### src/rtl/fetch_unit.sv
// fetch_unit: MIPS IF stage holding the PC, the IF/ID register and a fetch counter, with stall and redirect.
module fetch_unit #(
  parameter logic [31:0] RESET_PC = 32'h0000_0000
) (
  input  logic        clk,
  input  logic        rst_n,
  input  logic        stall,
  input  logic        branch_taken,
  input  logic [15:0] branch_imm,
  input  logic        jump,
  input  logic [25:0] jump_target,
  output logic [31:0] imem_addr,
  input  logic [31:0] imem_data,
  output logic [31:0] if_id_instr,
  output logic [31:0] if_id_pc4,
  output logic        if_id_valid,
  output logic [31:0] fetch_count
);
  logic [31:0] pc_q, pc_d, instr_q, instr_d, pc4_q, pc4_d, cnt_q, cnt_d;
  logic        valid_q, valid_d;
  logic [31:0] pc_plus4, br_tgt, j_tgt;
  logic        do_j, do_b, flush, fetch;
  // redirects only count when IF/ID holds a real instruction; a bubble cannot redirect
  assign do_j     = jump & valid_q;
  assign do_b     = branch_taken & valid_q;
  assign flush    = do_j | do_b;
  assign fetch    = ~flush & ~stall;
  assign pc_plus4 = pc_q + 32'd4;
  assign br_tgt   = pc4_q + {{14{branch_imm[15]}}, branch_imm, 2'b00};
  assign j_tgt    = {pc4_q[31:28], jump_target, 2'b00};
  always_comb begin
    pc_d    = do_j ? j_tgt : do_b ? br_tgt : fetch ? pc_plus4 : pc_q;
    instr_d = flush ? 32'd0 : fetch ? imem_data : instr_q;
    pc4_d   = flush ? 32'd0 : fetch ? pc_plus4 : pc4_q;
    valid_d = flush ? 1'b0 : fetch ? 1'b1 : valid_q;
    cnt_d   = fetch ? cnt_q + 32'd1 : cnt_q;
  end
  always_ff @(posedge clk) begin
    if (!rst_n) begin
      pc_q    <= RESET_PC;
      instr_q <= 32'd0;
      pc4_q   <= 32'd0;
      valid_q <= 1'b0;
      cnt_q   <= 32'd0;
    end else begin
      pc_q    <= pc_d;
      instr_q <= instr_d;
      pc4_q   <= pc4_d;
      valid_q <= valid_d;
      cnt_q   <= cnt_d;
    end
  end
  assign imem_addr   = pc_q;
  assign if_id_instr = instr_q;
  assign if_id_pc4   = pc4_q;
  assign if_id_valid = valid_q;
  assign fetch_count = cnt_q;
endmodule

### config.mk
export PLATFORM = sky130hd
export DESIGN_NAME = fetch_unit
export DESIGN_NICKNAME = d
export VERILOG_FILES = /design/src/rtl/fetch_unit.sv
export SDC_FILE = /design/constraint.sdc
export NUM_CORES = 1
export LEC_CHECK = 0
export ABC_AREA = 1
export CAP_MARGIN = 20
export CORE_MARGIN = 5
export CORE_UTILIZATION = 33
export DETAILED_ROUTE_END_ITERATION = 10
export GPL_TIMING_DRIVEN = 0
export PLACE_DENSITY = 0.56
export SLEW_MARGIN = 15
export SYNTH_ARGS = -nofsm -noshare
export SYNTH_HDL_FRONTEND = slang
export SYNTH_SLANG_ARGS = --single-unit
### constraint.sdc
create_clock -name clk -period 2.6 [get_ports clk]
set_input_delay 0.52 -clock clk [delete_from_list [all_inputs] [get_ports clk]]
set_output_delay 0.52 -clock clk [all_outputs]
set_load 0.005 [all_outputs]
Word-level counts from Yosys, hierarchy flattened
Cells that the tools add are included.
{"block": "op_classes", "n_addsub": 3, "mux": 3, "bitwise": 7, "n_reduce_logical": 4}
{"op": "$mux W32", "count": 3}
{"op": "$add A32 B1 Y32 const B", "count": 1}
{"op": "$add A32 B3 Y32 const B", "count": 1}
{"op": "$add A32 B32 Y32", "count": 1}
{"op": "$reduce_or A2 Y1", "count": 2}
{"op": "$and A1 B1 Y1", "count": 3}
{"op": "$not A1 Y1", "count": 3}
{"op": "$reduce_bool A3 Y1", "count": 1}
{"op": "$reduce_bool A2 Y1", "count": 1}
{"op": "$or A1 B1 Y1", "count": 1}
{"block": "totals", "reg_bits": 129, "input_bits": 79, "output_inout_bits": 129, "word_cells": 23}

Longest topological paths before layout
Gate-level depths: netlist (run 1).
{"block": "logic_depth", "depth_word": 7, "depth_mapped": 14, "ltp_nobuf": 14}

Worst setup path after synthesis (run 1)
No wires, ideal clock.
{"block": "synth_path", "path_type": "input to register", "from": "input port branch_imm[0]", "to": "register pc_q[28], in the netlist imem_addr[28]", "setup_ns": 0.119, "t_arrival_ns": 1.964, "required_ns": 2.481, "slack_ns": 0.516, "cell_stages": 14, "path_buffers": 0, "cell_sequence": "ha_1 fa_1 nand3_1 nand2_1 nand2_1 nand2_1 nand2_1 nand2_1 nand3_1 nand2_1 nand2_1 nand3_1 nand2_1 a21oi_1"}
{"block": "synth_between", "elab_chain_cells": 3}
{"item": "from (decl)", "line": "9", "source": "input logic [15:0] branch_imm,"}
{"item": "$add A32 B32 Y32", "line": "29", "source": "assign br_tgt = pc4_q + {{14{branch_imm[15]}}, branch_imm, 2'b00};"}
{"item": "$mux W32 (2 in a row)", "line": "32", "source": "pc_d = do_j ? j_tgt : do_b ? br_tgt : fetch ? pc_plus4 : pc_q;"}
{"item": "to (signal assigned)", "line": "46", "source": "pc_q <= pc_d;"}
{"item": "to (decl)", "line": "19", "source": "logic [31:0] pc_q, pc_d, instr_q, instr_d, pc4_q, pc4_d, cnt_q, cnt_d;"}
No other way between the ends.
A chain may end at the register's enable or synchronous reset.

Final worst setup path (run 1)
{"block": "layout_path", "from": "input port branch_imm[0]", "to": "register pc_q[20], in the netlist imem_addr[20]"}
Same word-level chain as after synthesis.

==> results of run 1 <==
## cell usage after synthesis, types with 5 or more instances
master / count / area share
o211ai_1: 20 / 0.018
inv_1: 174 / 0.078
a31oi_1: 9 / 0.0068
ha_1: 31 / 0.047
clkbuf_1: 23 / 0.010
nor2_2: 5 / 0.0038
a21o_1: 5 / 0.0045
buf_2: 14 / 0.0084
nand3b_1: 7 / 0.0063
o21bai_1: 5 / 0.0045
nand4_1: 16 / 0.012
xnor2_1: 16 / 0.017
nor2_1: 126 / 0.057
nand3_1: 82 / 0.049
xor2_1: 21 / 0.022
o21ai_0: 78 / 0.047
nor3_1: 21 / 0.013
or2_2: 5 / 0.0038
a21oi_1: 116 / 0.070
o21a_1: 5 / 0.0045
nand2_1: 372 / 0.17
dfxtp_1: 129 / 0.31
## registers in the layout, summed over array words and instances (netlist names), named ones only
| register | count |
|---|---|
| if_id_instr | 32 |
| if_id_valid | 1 |
| imem_addr | 30 |
| if_id_pc4 | 32 |
| fetch_count | 32 |
## final timing paths
| path | from | to | slack, ns |
|---|---|---|---|
| hold reg to reg | if_id_instr[27]$_SDFFE_PP0P_ | if_id_instr[27]$_SDFFE_PP0P_ | 0.47 |
| hold / removal | rst_n | imem_addr[9]$_SDFFE_PN0P_ | 0.44 |
| setup / recovery | branch_imm[0] | imem_addr[20]$_SDFFE_PN0P_ | 0.20 |
| setup reg to reg | imem_addr[2]$_SDFFE_PN0P_ | imem_addr[16]$_SDFFE_PN0P_ | 0.30 |
## critical path, cell delays in order
cell and delay [ns]:
clkdlybuf4s50_1 0.41, ha_1 0.24, fa_1 0.41, nand3_1 0.11, nand2_2 0.09, nand2_1 0.09, nand2_2 0.09, nand2_1 0.08
nand2_1 0.11, nand2_1 0.11, nand2_1 0.05, nand2_1 0.05, nand3_1 0.13, nand3_2 0.13, a21oi_1 0.07
## stage by stage
stage          setup TNS [ns]  cells  utilization
5_1_grt                     0   1887        0.457
3_3_place_gp           -15.37   1855        0.431
4_1_cts                     0   1887        0.455
3_5_place_dp           -16.17   1855        0.431
6_report                    0   1887        0.457
2_1_floorplan               0   1319            -
## layout make-up
type	count	area [um^2]	share of cell area
Timing Repair Buffer	206	2060	0.180
Tap cell	330	413	0.0361
Buffer	44	203	0.0177
Inverter	180	678	0.0593
Multi-Input combinational cell	966	4880	0.427
Sequential cell	129	2580	0.226
Clock inverter	14	168	0.0147
Clock buffer	18	439	0.0384
## per-layer routing
layer  wire length, um  GRT usage  share of wire  vias to the layer above
met5                 0          0              0                        -
met4               856     0.0702          0.026                        0
met3              3280     0.0796          0.098                       42
met2             14700      0.365           0.44                      359
met1             14600      0.302           0.44                     4258
li1                  -          -              -                     4727
## what timing repair did
action,4_1_cts,5_1_grt
resized for setup,3,8
setup endpoints to repair,12,11
pin swaps,0,0
## kinds of logic after synthesis
kind of cell / count (synthesis) / share of synthesized area
AO/OA/AOI/OAI: 244 / 0.160
XOR/XNOR: 37 / 0.0389
adder cells (fa/ha/maj): 32 / 0.0490
buffers and inverters: 224 / 0.106
flip-flops: 129 / 0.310
AND/OR/NAND/NOR: 653 / 0.336
## power by group
group | leakage [uW] | switching (uW) | total (uW) | internal (uW)
Clock | 0.000293 | 1040 | 2510 | 1470
Combinational | 0.00373 | 862 | 1520 | 658
Sequential | 0.00106 | 168 | 2270 | 2100
==> flow_metrics.py, run 1 <==
metrics = {
    "outcome": {
        "status": "finished clean",
    },
    "cts": {
        "clk_latency_ns": 0.43,
        "cts_root_buf": "clkbuf_16",
        "clock_sinks": 129,
        "clockBufferDepth": 2,
        "postCtsSetupBuffers": 0,
        "clkTransAtPathRegs_ns": 0.06,
        "cts_tree": "yes",
        "holdBufCountCts": 0,
        "htreeDepth": 4,
        "cts_buffers": 17,
    },
    "timing": {
        "hold_viol": 0,
        "layout_worst_path_cycle_share": 0.923,
        "postLayoutSetupSlackWorst_ns": 0.200,
        "layout_min_cycle_time_ns": 2.40,
        "fin_hold_ws_ns": 0.442,
        "rsz0062_at_grt": "false",
        "fmax_mhz": 417,
        "setup_viol": 0,
        "maxSlewHeadroom": 0.445,
        "finalClockSkew_ns": 0.0126,
        "worst_pin_slew_ns": 0.833,
        "slew_viol_final": 0,
    },
    "route": {
        "vias": 9386,
        "first_pass_iters": 5,
        "routed_wl_um": 33400,
        "routedWlPerCell_um": 17.7,
        "drt-vias-per-instance": 4.97,
        "drcViolationCount": 0,
        "ant_nets": 0,
        "dr.first_iter.drc_count": 825,
    },
    "worst_setup_path": {
        "end_kind": "flop",
        "path_class": "input pin to flop",
        "arrival_ns": 2.72,
        "cp_max_fo": 5,
        "start_kind": "input pin",
        "cp.required_ns": 2.92,
        "r2r_cells": 10,
    },
    "synthesis": {
        "synthCells": 1319,
        "yosys_warnings": 0,
        "ys_ff_latch": 129,
        "synth-edff-count": 0,
        "ys_types": 47,
        "seq_area_frac_synth": 0.310,
        "postSynthAreaPerCell_um2": 6.31,
        "syn_nets": 1430,
        "synthArstFlopShare": 0,
        "netlist_area_um2": 8320,
        "ys.flop_type": "dfxtp_1",
    },
    "floorplanning": {
        "row_count": 58,
        "die_w_um": 169,
        "io_pins": 208,
        "die_area_um2": 28500,
        "start_util": 0.332,
        "core_area_um2": 25000,
        "die_h_um": 169,
    },
    "placement": {
        "pre_cts_ws_ns": -0.717,
        "place_area_um2": 10800,
        "gp_routability_congestion": 0.950,
        "place_hpwl_um": 26900,
        "port_buffers": 206,
    },
    "power": {
        "powerDensity_nw_per_um2": 551,
        "irDropWorstVdd_uv": 417,
        "leakagePower_uw": 0.00508,
        "total_power_uw": 6300,
    },
    "cells_and_area": {
        "drive_gt1_frac": 0.0546,
        "n_fill_cell": 2687,
        "layout.nets": 1655,
        "area_growth_pct": 37.4,
        "design_area_um2": 11400,
        "final_common_cell": "nand2_1",
        "antenna_cells": 0,
        "most-common-layout-cells": "nand2_1 (370), clkdlybuf4s50_1 (205), inv_1 (174)",
    },
    "worst_hold_path": {
        "holdPathStages": 3,
        "hp-class": "input pin to flop",
    },
    "grt": {
        "grt_pass1_vias": 8936,
        "overflow": 0,
        "gr-usage-all-layers": 0.232,
        "grt_max_degree": 17,
        "grt_pass1_wl_um": 51400,
        "antenna_found_initial": 1,
    },
    "job": {
        "cap_violations": 0,
    },
}
Power figures use the tool's default switching activity.
==> run 2, diff against run 1 <==
--- a/config.mk
+++ b/config.mk
@@ -12,7 +12,7 @@
 export DETAILED_ROUTE_END_ITERATION = 10
 export GPL_TIMING_DRIVEN = 0
 export PLACE_DENSITY = 0.56
-export SLEW_MARGIN = 15
+export REMOVE_ABC_BUFFERS = 1
 export SYNTH_ARGS = -nofsm -noshare
 export SYNTH_HDL_FRONTEND = slang
 export SYNTH_SLANG_ARGS = --single-unit
==> run 2 against run 1 <==
Global-route usage fell by 2.0 points; fmax fell by 2.8%; sequential share of layout area rose by 0.17 points; cell area fell by 0.70%; critical path depth fell by 2; first-iteration DRC count fell by 28%; sequential power barely moved; clock power fell by 5%; critical path type unchanged.
==> flow_metrics.py, run 2 (synthesized netlist as in run 1, its figures left out) <==
metrics = {
    "cells_and_area": {
        "area_growth_pct": 36.4,
        "design_area_um2": 11400,
        "drive_gt1_frac": 0.0494,
        "antenna_cells": 0,
        "layout.nets": 1616,
        "most-common-layout-cells": "nand2_1 (370), clkdlybuf4s50_1 (204), inv_1 (172)",
        "final_common_cell": "nand2_1",
    },
    "worst_setup_path": {
        "cp.required_ns": 2.93,
        "timing.rr.start": "imem_addr[2]$_SDFFE_PN0P_",
        "end_kind": "flop",
        "regToRegEndpoint": "imem_addr[18]$_SDFFE_PN0P_",
        "arrival_ns": 2.80,
        "reg2reg_slack_ns": 0.24,
        "cp_max_fo": 4,
        "r2r_cells": 10,
        "start_kind": "input pin",
        "path_class": "input pin to flop",
    },
    "timing": {
        "hold_viol": 0,
        "fmax_mhz": 405,
        "layout_worst_path_cycle_share": 0.949,
        "worst_pin_slew_ns": 0.535,
        "setup_viol": 0,
        "layout_min_cycle_time_ns": 2.47,
        "rsz0062_at_grt": "true",
        "maxSlewHeadroom": 0.640,
        "finalClockSkew_ns": 0.0106,
        "postLayoutSetupSlackWorst_ns": 0.132,
        "slew_viol_final": 0,
    },
    "floorplanning": {
        "die_area_um2": 28500,
        "start_util": 0.332,
        "core_area_um2": 25000,
        "row_count": 58,
        "io_pins": 208,
        "die_w_um": 169,
        "die_h_um": 169,
    },
    "outcome": {
        "status": "finished clean",
    },
    "cts": {
        "clk_latency_ns": 0.44,
        "cts_buffers": 17,
        "clock_sinks": 129,
        "clockBufferDepth": 2,
        "cts_tree": "yes",
        "holdBufCountCts": 0,
        "clkTransAtPathRegs_ns": 0.07,
        "htreeDepth": 4,
        "cts_root_buf": "clkbuf_16",
    },
    "worst_hold_path": {
        "hp-class": "flop to flop",
        "worstHoldEndpoint": "if_id_instr[5]$_SDFFE_PP0P_",
        "hp-start": "if_id_instr[5]$_SDFFE_PP0P_",
        "holdPathStages": 2,
    },
    "grt": {
        "grt_pass1_vias": 8861,
        "overflow": 0,
        "grt_pass1_wl_um": 48100,
        "grt_max_degree": 58,
        "antenna_found_initial": 1,
        "gr-usage-all-layers": 0.212,
    },
    "placement": {
        "place_hpwl_um": 22900,
        "port_buffers": 207,
        "pre_cts_ws_ns": -1.92,
        "gp_routability_congestion": 0.930,
        "place_area_um2": 10700,
    },
    "route": {
        "ant_nets": 0,
        "routed_wl_um": 30700,
        "drt-vias-per-instance": 4.89,
        "dr.first_iter.drc_count": 594,
        "routedWlPerCell_um": 16.6,
        "drcViolationCount": 0,
        "vias": 9028,
        "first_pass_iters": 5,
    },
    "power": {
        "powerDensity_nw_per_um2": 539,
        "leakagePower_uw": 0.00500,
        "total_power_uw": 6120,
        "irDropWorstVdd_uv": 356,
    },
    "job": {
        "cap_violations": 0,
    },
}
run 2: cell types whose count changed in the layout (fill, tap and decap cells not counted), sizes merged:
cell,change
clkdlybuf4s50,-1
clkbuf,-23
dlymetal6s2s,+1
nand2,+1
clkdlybuf4s15,-1
clkinvlp,+1
bufinv,-2
clkinv,+1
buf,-16
run 2: critical path: stages:
cell             delay [ns]
clkdlybuf4s50_1        0.40
ha_1                   0.26
fa_1                   0.43
nand3_1                0.12
nand2_1                0.15
nand2_1                0.10
nand3_1                0.17
nand2_1                0.17
nand3_1                0.09
nand2_1                0.07
nand3_1                0.14
nand2_1                0.11
a21oi_1                0.06
run 2: worst max path at each step:
stage                              from                           end  slack, ns  depth (start not counted)
after floorplan                    jump  fetch_count[24]$_SDFFE_PN0P_      -1.14                          9
after global placement            rst_n    if_id_pc4[28]$_SDFFE_PP0P_      -4.18                          9
after detailed placement           jump  fetch_count[24]$_SDFFE_PN0P_      -1.92                         10
after CTS                         stall  fetch_count[30]$_SDFFE_PN0P_       0.01                         10
after global routing       branch_taken  fetch_count[30]$_SDFFE_PN0P_      -0.03                         12
final                     branch_imm[0]    imem_addr[26]$_SDFFE_PN0P_       0.13                         13
run 2: per-stage QoR:
stage	hold WS (ns)	std cells	setup TNS [ns]	util
global route	0.483	1848	-0.0342	0.453
detailed placement	0.456	1815	-156.91	0.426
finish	0.462	1848	0	0.453
floorplan	0.462	1275	-38.35	-
global placement	0.451	1812	-340.08	0.423
CTS	0.465	1847	0	0.452
run 2: timing repair:
action,in CTS,in global routing
pin swaps,1,1
cloned,0,1
gates resized for setup,20,11
endpoints found under the setup margin,127,29
setup buffers,0,0
endpoints found under the hold margin,0,0
run 2: power breakdown:
group	internal (uW)	switching [uW]	leakage (uW)	total, uW
clock network	1290	1080	0.000279	2380
registers	2100	158	0.00106	2260
logic	653	826	0.00366	1480
total	4050	2060	0.00500	6120
run 2: per-layer routing:
metal | up-vias | GRT usage | wire length (um)
li1 | 4641 | - | -
met3 | 38 | 0.0668 | 2550
met5 | - | 0 | 13
met1 | 4056 | 0.273 | 13600
met4 | 2 | 0.0547 | 550
met2 | 291 | 0.347 | 14000
run 2: cell type report:
type | instances | area [um^2]
Clock inverter | 14 | 138
Tap cell | 330 | 413
Fill cell | 2661 | 13700
Timing Repair Buffer | 210 | 2130
Multi-Input combinational cell | 967 | 4930
Sequential cell | 129 | 2580
Inverter | 180 | 718
Clock buffer | 18 | 439
==> run 3, diff against run 2 <==
--- a/config.mk
+++ b/config.mk
@@ -7,11 +7,12 @@
 export LEC_CHECK = 0
 export ABC_AREA = 1
 export CAP_MARGIN = 20
+export CORE_ASPECT_RATIO = 1.5
 export CORE_MARGIN = 5
-export CORE_UTILIZATION = 33
+export CORE_UTILIZATION = 54
 export DETAILED_ROUTE_END_ITERATION = 10
 export GPL_TIMING_DRIVEN = 0
-export PLACE_DENSITY = 0.56
+export PLACE_DENSITY = 0.86
 export REMOVE_ABC_BUFFERS = 1
 export SYNTH_ARGS = -nofsm -noshare
 export SYNTH_HDL_FRONTEND = slang
==> constraint.sdc (replaced) <==
create_clock -name clk -period 3 [get_ports clk]
set_input_delay 0.6 -clock clk [delete_from_list [all_inputs] [get_ports clk]]
set_output_delay 0.6 -clock clk [all_outputs]
set_load 0.005 [all_outputs]
==> run 3 against run 2 <==
Die area is 37% lower; core utilization increased by 29 points; largest cell class unchanged; count of clock-buffer cells in the layout is the same; first-iteration DRC count increased by 56%; sequential power down 13%.
==> flow_metrics.py, run 3 (synthesized netlist as in run 1, its figures left out) <==
metrics = {
    "power": {
        "irDropWorstVdd_uv": 467,
        "powerDensity_nw_per_um2": 487,
        "leakagePower_uw": 0.00501,
    },
    "route": {
        "vias": 9542,
        "dr.first_iter.drc_count": 925,
        "routed_wl_um": 29000,
        "ant_nets": 0,
        "drcViolationCount": 0,
        "drt-vias-per-instance": 5.56,
        "first_pass_iters": 5,
        "routedWlPerCell_um": 16.9,
    },
    "worst_setup_path": {
        "start_kind": "input pin",
        "end_kind": "flop",
        "path_class": "input pin to flop",
        "cp_max_fo": 39,
        "arrival_ns": 3.19,
        "cp.required_ns": 3.32,
    },
    "grt": {
        "antenna_found_initial": 0,
        "overflow": 0,
        "grt_max_degree": 58,
        "grt_pass1_vias": 9227,
        "gr-usage-all-layers": 0.313,
        "grt_pass1_wl_um": 45700,
    },
    "floorplanning": {
        "die_h_um": 162,
        "start_util": 0.550,
        "die_w_um": 111,
        "row_count": 55,
        "io_pins": 208,
        "core_area_um2": 15100,
        "die_area_um2": 18000,
    },
    "cells_and_area": {
        "most-common-layout-cells": "nand2_1 (372), clkdlybuf4s50_1 (205), inv_1 (173)",
        "drive_gt1_frac": 0.0448,
        "layout.nets": 1616,
        "design_area_um2": 11200,
        "final_util": 0.740,
        "final_cells": 1717,
        "final_common_cell": "nand2_1",
        "antenna_cells": 0,
        "area_growth_pct": 34.6,
    },
    "timing": {
        "layout_worst_path_cycle_share": 0.956,
        "finalClockSkew_ns": 0.00754,
        "fmax_mhz": 349,
        "worst_pin_slew_ns": 0.890,
        "hold_viol": 0,
        "maxSlewHeadroom": 0.401,
        "setup_viol": 0,
        "slew_viol_final": 0,
        "postLayoutSetupSlackWorst_ns": 0.131,
        "layout_min_cycle_time_ns": 2.87,
        "fin_hold_ws_ns": 0.465,
    },
    "cts": {
        "clk_latency_ns": 0.42,
        "htreeDepth": 4,
        "cts_buffers": 17,
        "holdBufCountCts": 0,
        "clock_sinks": 129,
        "cts_tree": "yes",
        "clkTransAtPathRegs_ns": 0.06,
        "cts_root_buf": "clkbuf_16",
        "clockBufferDepth": 2,
        "postCtsSetupBuffers": 0,
    },
    "placement": {
        "pre_cts_ws_ns": -1.36,
        "dpl.cell_count": 1685,
        "place_area_um2": 10500,
        "port_buffers": 207,
        "place_hpwl_um": 21700,
        "gp_routability_congestion": 0.977,
    },
    "outcome": {
        "status": "finished clean",
    },
    "worst_hold_path": {
        "hp-class": "flop to flop",
    },
    "job": {
        "cap_violations": 0,
    },
}
## run 3: changes by cell type in the layout (fill, tap and decap cells not counted), sizes merged
cell	delta
clkbuf	+1
clkinv	-3
bufinv	+3
inv	+1
dlymetal6s2s	-1
nand2	-1
clkinvlp	-1
clkdlybuf4s50	+1
## run 3: worst paths after layout
check	startpoint	to	slack [ns]	cells past startpoint
worst min-delay path	if_id_instr[15]$_SDFFE_PP0P_	if_id_instr[15]$_SDFFE_PP0P_	0.46	2
worst max register to register	if_id_valid$_SDFFE_PP0P_	imem_addr[2]$_SDFFE_PN0P_	0.27	8
worst min register to register	if_id_instr[15]$_SDFFE_PP0P_	if_id_instr[15]$_SDFFE_PP0P_	0.46	2
worst max-delay path	jump	fetch_count[28]$_SDFFE_PN0P_	0.13	12
## run 3: metal layers
metal	global-route usage	up-vias	routed length, um
met5	0	-	0
met4	0.167	0	1570
met3	0.0712	120	2270
met2	0.566	461	14700
met1	0.336	4309	10500
li1	-	4652	-
## run 3: cell type report
type | count | area (um^2)
Tap cell | 199 | 249
Sequential cell | 129 | 2580
Timing Repair Buffer | 211 | 2150
Multi-Input combinational cell | 966 | 4890
Fill cell | 1215 | 3940
Inverter | 180 | 694
Clock inverter | 14 | 189
Clock buffer | 18 | 439
## run 3: worst max-delay path, cell delays in order
cell             delay (ns)
clkdlybuf4s50_1        0.52
nand2_8                0.26
inv_4                  0.20
nor2_8                 0.19
nand2_8                0.18
buf_16                 0.25
inv_8                  0.21
nand4_1                0.28
nor2_2                 0.24
nand3_1                0.09
nand2_1                0.07
nor2_1                 0.04
## run 3: stage by stage
stage / total power, uW / setup TNS, ns
after floorplan: 2620 / -18.37
after global placement: 3190 / -234.83
after detailed placement: 3220 / -97.20
after CTS: 5450 / 0
after global routing: 5680 / -0.0299
final: 5450 / 0
## run 3: power by group
| part | switching (uW) | total (uW) | internal, uW |
|---|---|---|---|
| clock | 867 | 2230 | 1360 |
| combinational | 701 | 1270 | 565 |
| sequential | 138 | 1960 | 1820 |
## run 3: what timing repair did
action                                  4_1_cts  5_1_grt
pin swaps                                     0        1
endpoints found under the hold margin         0        0
cloned                                        0        0
endpoints found under the setup margin      105       52
gates resized for setup                      10        9
